<file path="src/rtl/gat_pkg.sv">
// Shared definitions for the GAT BRAM loader: frame header layout, target
// and FSM encodings.
package gat_pkg;

    localparam int CNT_W = 24;

    localparam int HDR_TGT_MSB = 31;
    localparam int HDR_TGT_LSB = 30;
    localparam int HDR_LEN_MSB = 23;
    localparam int HDR_LEN_LSB = 0;

    typedef enum logic [1:0] {
        TGT_H_DATA    = 2'd0,
        TGT_NODE_INFO = 2'd1,
        TGT_WEIGHT    = 2'd2,
        TGT_RSVD      = 2'd3
    } tgt_e;

    typedef enum logic [1:0] {
        S_HDR  = 2'd0,
        S_LOAD = 2'd1,
        S_DONE = 2'd2
    } state_e;

    // Bit 0 = H data, bit 1 = node info, bit 2 = weight; reserved maps to none.
    function automatic logic [2:0] tgt_onehot(input tgt_e t);
        logic [2:0] oh;
        oh = '0;
        case (t)
            TGT_H_DATA:    oh = 3'b001;
            TGT_NODE_INFO: oh = 3'b010;
            TGT_WEIGHT:    oh = 3'b100;
            default:       oh = '0;
        endcase
        return oh;
    endfunction

endpackage

</file>
<file path="src/rtl/gat_bram_loader.sv">
// Streams host frames (header + N payload words) into one of three BRAMs,
// with sticky per-target completion flags and sticky error flags.
module gat_bram_loader
    import gat_pkg::*;
#(
    parameter int TOP_WIDTH       = 32,
    parameter int H_DATA_DEPTH    = 242101,
    parameter int NODE_INFO_DEPTH = 13264,
    parameter int WEIGHT_DEPTH    = 22928,
    localparam int MAX_DEPTH01    = (H_DATA_DEPTH > NODE_INFO_DEPTH) ? H_DATA_DEPTH : NODE_INFO_DEPTH,
    localparam int MAX_DEPTH      = (MAX_DEPTH01 > WEIGHT_DEPTH) ? MAX_DEPTH01 : WEIGHT_DEPTH,
    localparam int ADDR_W         = $clog2(MAX_DEPTH)
) (
    input  logic                 clk,
    input  logic                 rst_n,

    input  logic [TOP_WIDTH-1:0] s_tdata,
    input  logic                 s_tvalid,
    output logic                 s_tready,
    input  logic                 s_tlast,

    input  logic                 load_clr,

    output logic [TOP_WIDTH-1:0] bram_din,
    output logic [ADDR_W+1:0]    bram_addra,

    output logic                 h_data_bram_ena,
    output logic                 h_data_bram_wea,
    output logic                 h_node_info_bram_ena,
    output logic                 h_node_info_bram_wea,
    output logic                 wgt_bram_ena,
    output logic                 wgt_bram_wea,

    output logic                 h_data_bram_load_done,
    output logic                 h_node_info_bram_load_done,
    output logic                 wgt_bram_load_done,

    output logic                 err_target,
    output logic                 err_len,
    output logic                 err_tlast
);

    state_e                 state_q, state_d;
    tgt_e                   tgt_q, tgt_d;
    logic [CNT_W-1:0]       len_q, len_d;
    logic [CNT_W-1:0]       idx_q, idx_d;
    logic [TOP_WIDTH-1:0]   din_q, din_d;
    logic [ADDR_W+1:0]      addra_q, addra_d;
    logic [2:0]             wr_q, wr_d;
    logic [2:0]             done_q, done_d;
    logic                   err_target_q, err_target_d;
    logic                   err_len_q, err_len_d;
    logic                   err_tlast_q, err_tlast_d;

    logic                   accept;
    logic [CNT_W-1:0]       depth_lim;
    logic [CNT_W-1:0]       idx_inc;
    tgt_e                   hdr_tgt;
    logic [CNT_W-1:0]       hdr_len;

    assign s_tready = (state_q != S_DONE);
    assign accept   = s_tvalid && s_tready;
    assign hdr_tgt  = tgt_e'(s_tdata[HDR_TGT_MSB:HDR_TGT_LSB]);
    assign hdr_len  = s_tdata[HDR_LEN_MSB:HDR_LEN_LSB];
    assign idx_inc  = idx_q + CNT_W'(1);

    always_comb begin
        depth_lim = '0;
        case (tgt_q)
            TGT_H_DATA:    depth_lim = CNT_W'(H_DATA_DEPTH);
            TGT_NODE_INFO: depth_lim = CNT_W'(NODE_INFO_DEPTH);
            TGT_WEIGHT:    depth_lim = CNT_W'(WEIGHT_DEPTH);
            default:       depth_lim = '0;
        endcase
    end

    // Flag set terms are computed alongside the FSM and merged below so a set
    // on the same cycle as load_clr takes priority.
    logic [2:0] done_set;
    logic       err_target_set, err_len_set, err_tlast_set;

    always_comb begin
        state_d        = state_q;
        tgt_d          = tgt_q;
        len_d          = len_q;
        idx_d          = idx_q;
        din_d          = din_q;
        addra_d        = addra_q;
        wr_d           = '0;
        done_set       = '0;
        err_target_set = 1'b0;
        err_len_set    = 1'b0;
        err_tlast_set  = 1'b0;

        case (state_q)
            S_HDR: begin
                if (accept) begin
                    tgt_d = hdr_tgt;
                    len_d = hdr_len;
                    idx_d = '0;
                    if (hdr_tgt == TGT_RSVD) begin
                        err_target_set = 1'b1;
                    end
                    if (hdr_len == '0) begin
                        state_d  = S_DONE;
                        done_set = tgt_onehot(hdr_tgt);
                    end else begin
                        state_d = S_LOAD;
                    end
                end
            end

            S_LOAD: begin
                if (accept) begin
                    din_d   = s_tdata;
                    addra_d = {idx_q[ADDR_W-1:0], 2'b00};
                    idx_d   = idx_inc;
                    if (idx_q < depth_lim) begin
                        wr_d = tgt_onehot(tgt_q);
                    end else if (tgt_q != TGT_RSVD) begin
                        err_len_set = 1'b1;
                    end
                    if (idx_inc == len_q) begin
                        state_d  = S_DONE;
                        done_set = tgt_onehot(tgt_q);
                        if (!s_tlast) begin
                            err_tlast_set = 1'b1;
                        end
                    end else if (s_tlast) begin
                        err_tlast_set = 1'b1;
                        state_d       = S_HDR;
                    end
                end
            end

            S_DONE: begin
                state_d = S_HDR;
            end

            default: begin
                state_d = S_HDR;
            end
        endcase

        done_d       = done_set       | (load_clr ? 3'b000 : done_q);
        err_target_d = err_target_set | (!load_clr && err_target_q);
        err_len_d    = err_len_set    | (!load_clr && err_len_q);
        err_tlast_d  = err_tlast_set  | (!load_clr && err_tlast_q);
    end

    always_ff @(posedge clk) begin
        if (!rst_n) begin
            state_q      <= S_HDR;
            tgt_q        <= TGT_H_DATA;
            len_q        <= '0;
            idx_q        <= '0;
            din_q        <= '0;
            addra_q      <= '0;
            wr_q         <= '0;
            done_q       <= '0;
            err_target_q <= 1'b0;
            err_len_q    <= 1'b0;
            err_tlast_q  <= 1'b0;
        end else begin
            state_q      <= state_d;
            tgt_q        <= tgt_d;
            len_q        <= len_d;
            idx_q        <= idx_d;
            din_q        <= din_d;
            addra_q      <= addra_d;
            wr_q         <= wr_d;
            done_q       <= done_d;
            err_target_q <= err_target_d;
            err_len_q    <= err_len_d;
            err_tlast_q  <= err_tlast_d;
        end
    end

    assign bram_din   = din_q;
    assign bram_addra = addra_q;

    assign h_data_bram_ena      = wr_q[0];
    assign h_data_bram_wea      = wr_q[0];
    assign h_node_info_bram_ena = wr_q[1];
    assign h_node_info_bram_wea = wr_q[1];
    assign wgt_bram_ena         = wr_q[2];
    assign wgt_bram_wea         = wr_q[2];

    assign h_data_bram_load_done      = done_q[0];
    assign h_node_info_bram_load_done = done_q[1];
    assign wgt_bram_load_done         = done_q[2];

    assign err_target = err_target_q;
    assign err_len    = err_len_q;
    assign err_tlast  = err_tlast_q;

endmodule
</file>
<file path="config.mk">
export PLATFORM = sky130hd
export DESIGN_NAME = gat_bram_loader
export DESIGN_NICKNAME = d
export VERILOG_FILES = /design/src/rtl/gat_pkg.sv /design/src/rtl/gat_bram_loader.sv
export SDC_FILE = /design/constraint.sdc
export NUM_CORES = 1
export LEC_CHECK = 0
export CAP_MARGIN = 10
export CORE_UTILIZATION = 40
export CTS_CLUSTER_DIAMETER = 40
export DETAILED_ROUTE_END_ITERATION = 6
export GPL_ROUTABILITY_DRIVEN = 0
export HOLD_SLACK_MARGIN = 0.02
export PLACE_DENSITY = 0.68
export SYNTH_ARGS = -nofsm -noshare
export SYNTH_HDL_FRONTEND = slang
export SYNTH_SLANG_ARGS = --single-unit
</file>
<file path="constraint.sdc">
create_clock -name clk -period 5.5 [get_ports clk]
set_clock_uncertainty 0.2 [all_clocks]
set_input_delay 1.65 -clock clk [delete_from_list [all_inputs] [get_ports clk]]
set_output_delay 1.65 -clock clk [all_outputs]
set_load 0.05 [all_outputs]
</file>
**Word-level counts from Yosys, hierarchy flattened**

Cells that the tools add are included.

- Add/sub/neg operators: 1
- Magnitude comparators: 1
- Eq/ne operators: 12
- Multiplexer cells: 30
- Bitwise operators: 4
- Reduce and logical (&&, ||, !) cells: 15

Operator list:

| operator | count |
|---|---|
| one-hot mux 18 bit (3 select lines) | 1 |
| two-way mux 24 bit | 2 |
| one-hot mux 24 bit (2 select lines) | 1 |
| adder 24 x 1 -> 24 bit (second input constant) | 1 |
| equality test 24 bit | 1 |
| zero test 24 bit | 1 |
| less-than comparator 24 bit | 1 |
| one-hot mux 3 bit (3 select lines) | 2 |
| two-way mux 3 bit | 5 |
| two-way mux 1 bit | 12 |
| two-way mux 2 bit | 5 |
| inequality test 2 bit (second input constant) | 4 |
| equality test 2 x 1 -> 1 bit (second input constant) | 3 |
| equality test 2 bit (second input constant) | 3 |
| zero test 2 bit | 3 |
| one-hot mux 3 bit (2 select lines) | 1 |
| AND reduction 3 bit | 2 |
| logical AND 1 bit | 4 |
| one-hot mux 2 bit (2 select lines) | 1 |
| AND reduction 2 bit | 2 |
| AND reduction 4 bit | 1 |
| inequality test 3 bit (second input constant) | 1 |
| OR 1 bit | 3 |
| OR 3 bit | 1 |
| 2 further kinds | 2 |

- Flip-flop bits (word level): 111
- Input port bits: 37
- Output and inout bits: 65
- Word-level logic and storage cells: 74

**Logic depth before layout (Yosys ltp)**

- Word-level depth: 7
- Mapped depth: 13
- Depth with buffers taken out: 13

**Worst setup path after synthesis**

OpenSTA, ideal clock, no wires.

- Path type: input to register
- Start: input s_tvalid
- End: register idx_q[0]
- Library setup time: 0.059 ns
- Arrival time: 2.793 ns
- Data required time: 5.241 ns
- Setup slack: 2.448 ns
- Stages on the path: 7
- Path buffers: 3
- Cell sequence: nand2b_1 -> clkbuf_1 -> buf_1 -> buf_1 -> nand2_1 -> o21ai_0 -> and2_1

- Cells in the longest elaborated chain, start to end: 3
- Elaborated cells between the ends (all ways): 4
- Those cells by class: eq/ne: 2; reduce/logical: 2

RTL lines:

| item | line | RTL |
|---|---|---|
| start: declaration | gat_bram_loader.sv:18 | `input logic s_tvalid,` |
| logical AND 1 bit * | gat_bram_loader.sv:62 | `assign accept = s_tvalid && s_tready;` |
| inequality test 2 bit (no source line) | -- |  |
| AND reduction 3 bit (no source line) * | -- |  |
| end signal: assignment | gat_bram_loader.sv:168 | `idx_q <= idx_d;` |
| end: declaration | gat_bram_loader.sv:46 | `logic [CNT_W-1:0] idx_q, idx_d;` |

Every way passes the cells marked *; elsewhere a longest branch is shown, timed or not.
A chain may end at the register's enable or synchronous reset.

**Final worst setup path**

- Start: register state_q[0]
- End: output s_tready

- Cells in the longest elaborated chain, start to end: 1

RTL lines:

| item | line | RTL |
|---|---|---|
| start: declaration | gat_bram_loader.sv:43 | `state_e state_q, state_d;` |
| start signal: assignment | gat_bram_loader.sv:165 | `state_q <= state_d;` |
| inequality test 2 bit | gat_bram_loader.sv:61 | `assign s_tready = (state_q != S_DONE);` |
| end: declaration | gat_bram_loader.sv:19 | `output logic s_tready,` |

Every way passes these cells.

==> reports/metrics.cfg <==
[run_status]
status = finished clean

[sta]
max_freq_ghz = 0.266
slew_violations = 0
post-route-period-util = 0.683
fin_tns_setup_ns = 0
worst_pin_slew_ns = 0.919
period_needed_ns = 3.76
finalHoldViolCount = 0
max-slew-margin-rel = 0.387
setup_violations = 0
rsz0062_at_grt = false

[die]
core_mm2 = 0.0148
boundaryPins = 102
start_util = 0.415
chipHeight_um = 126
die_area_mm2 = 0.0158
die_w_um = 126
core.rowCount = 44

[critical_path]
path_class = reg -> out
critPathMaxFanout = 26
crit_start = state_q[0]
cp.arrival_ns = 1.91
r2r-start = idx_q[0]
startpoint_type = register
cp-end-kind = primary output
cp.required_ns = 3.65

[power_and_ir_drop]
power_density_mw_per_mm2 = 237
irDropWorstVdd_uv = 150
p_leak_nw = 2.59
total_power_mw = 1.75

[grt]
grt_overflow = 0
grt_pass1_wl_mm = 26.0
grt.total_usage = 0.206
grt_max_degree = 60
antenna_found_initial = 0
grt_pass1_vias = 4881

[cts]
cts_setup_buffers = 0
cts_tree = built
cts_resized = 0
clk_pin_slew_ns = 0.07
cts_hold_buf = 0
cts_buffer_depth = 2
numCtsBuffers = 9
h-tree-depth = 3
root_buffer = clkbuf_16
worstSkewPairLatency_ns = 0.37
numClockSinks = 111

[cells_and_area]
drive_gt1_frac = 0.0543
fill_cells = 1459
fin_nets = 876
multi_input_area_mm2 = 0.00354
area_delta_synth_final_pct = 20.6
ff_latch_area_mm2 = 0.00222
antenna_cells = 0

[worst_hold_path]
hp-start = bram_addra[7]
hold_class = reg -> reg

[synth]
avgSynthCellArea_um2 = 7.99
synth_area_mm2 = 0.00612
syn_inst = 766
async_flop_share = 0
synth_cell_types = 69
yosysWarnings = 0
ys_ff_latch = 111
yosysSeqAreaShare = 0.363
synthDominantCellAreaShare = 0.363
yosys-top-cells-area = dfxtp_1, nand2_1, a21boi_0
synth-edff-count = 0
synth_ff_type = dfxtp_1
yosys.area.top_type = dfxtp_1

[route]
viasPerCell = 5.40
wl_per_cell_um = 15.8
drt_iter0_drc = 319
drt_pass1_iterations = 7
antenna_left = 0
vias = 5460
route.detailed.drc = 0
wl_mm = 16.0

[flow_run]
cap_viol_max_count = 0

[placed_design]
portBuffers = 99
post-dp-hpwl_mm = 11.4

[layer usage]
layer,vias up,part of all wire,global-route usage
met5,-,0,0
met3,25,0.058,0.0370
li1,2758,-,-
met2,166,0.43,0.315
met1,2511,0.49,0.288
met4,0,0.021,0.0811
[where the power goes]
part | switching, mW | total, mW | internal, mW
logic | 0.147 | 0.241 | 0.0941
registers | 0.0205 | 0.846 | 0.826
clock network | 0.329 | 0.661 | 0.331
total | 0.497 | 1.75 | 1.25
[metrics by stage]
stage                util  setup slack (ns)  instances  hold slack [ns]  area (µm²)
floorplan               -              2.45        767            0.235        6130
global placement    0.480              1.63        996            0.249        7090
detailed placement  0.480              1.57        996            0.256        7090
CTS                 0.501              1.72       1012            0.267        7390
global route        0.501              1.50       1012            0.289        7390
finish              0.501              1.74       1012            0.262        7390
[registers in the layout, indices dropped and copies added (netlist names)]
| name | flops |
|---|---|
| bram_din | 32 |
| idx_q | 24 |
| len_q | 24 |
| bram_addra | 18 |
| done_q | 3 |
| wr_q | 3 |
| state_q | 2 |
| tgt_q | 2 |
| err_len | 1 |
| err_target | 1 |
| err_tlast | 1 |
[area by class of cell]
cell class / count / share of cell area
Inverter: 10 / 0.00508
Clock buffer: 10 / 0.0324
Sequential cell: 111 / 0.301
Timing Repair Buffer: 109 / 0.144
Clock inverter: 6 / 0.00830
Tap cell: 184 / 0.0312
Multi-Input combinational cell: 582 / 0.479
[critical path, stage by stage, from the launching register on]
cell and delay (ns):
dfxtp_1 0.31, buf_4 0.28, inv_1 0.09, nand2_1 0.07, clkdlybuf4s50_1 0.79
[cells in the mapped netlist (4+ instances only)]
master	count
nor2b_1	26
clkbuf_1	41
o31ai_1	9
nand3_1	18
nor4_1	12
nor2_1	26
and2_1	5
a21oi_1	11
a21o_1	7
xnor2_1	15
buf_4	5
clkbuf_8	6
xor2_1	14
dfxtp_1	111
nand4_1	13
buf_2	6
nor3b_1	5
buf_1	4
mux2i_1	8
inv_1	10
o21ai_0	22
a21boi_0	83
nand2_1	196
ha_1	16
and3_1	4
nand2b_1	7
a22oi_1	17
nor3_1	12
[logic make-up after synthesis]
kind of cell / share of synthesized area
buffers and inverters: 0.0619
adder cells (fa/ha/maj): 0.0343
flip-flops: 0.363
AND/OR/NAND/NOR: 0.268
multiplexers: 0.0149
other: 0.000612
AO/OA/AOI/OAI: 0.216
XOR/XNOR: 0.0415
[final timing paths]
path	endpoint	slack, ns	cells after the start
max	s_tready	1.74	4
min	bram_addra[7]	0.26	2
max reg2reg	state_q[1]	1.78	13
min reg2reg	bram_addra[7]	0.26	2
[layout by cell type, fill, tap and decap left out, drive strengths merged, types with 3 or more instances in the layout]
cell,netlist,layout
nand2,196,196
dfxtp,111,111
clkdlybuf4s50,1,98
a21boi,83,83
nor2b,26,26
nor2,26,26
o21ai,22,22
nand3,18,18
a22oi,17,17
ha,16,16
xnor2,15,15
nor4,15,15
xor2,14,14
nand4,14,14
inv,10,13
nor3,12,12
a21oi,11,11
buf,16,11
o31ai,10,10
clkbuf,47,10
mux2i,8,8
nand2b,7,7
a21o,7,7
nor3b,5,5
and2,5,5
and3,5,5
o211ai,3,3
o211a,3,3
a211oi,3,3
and4,3,3
or3,3,3
No activity file was read; power rests on OpenSTA's default activity.
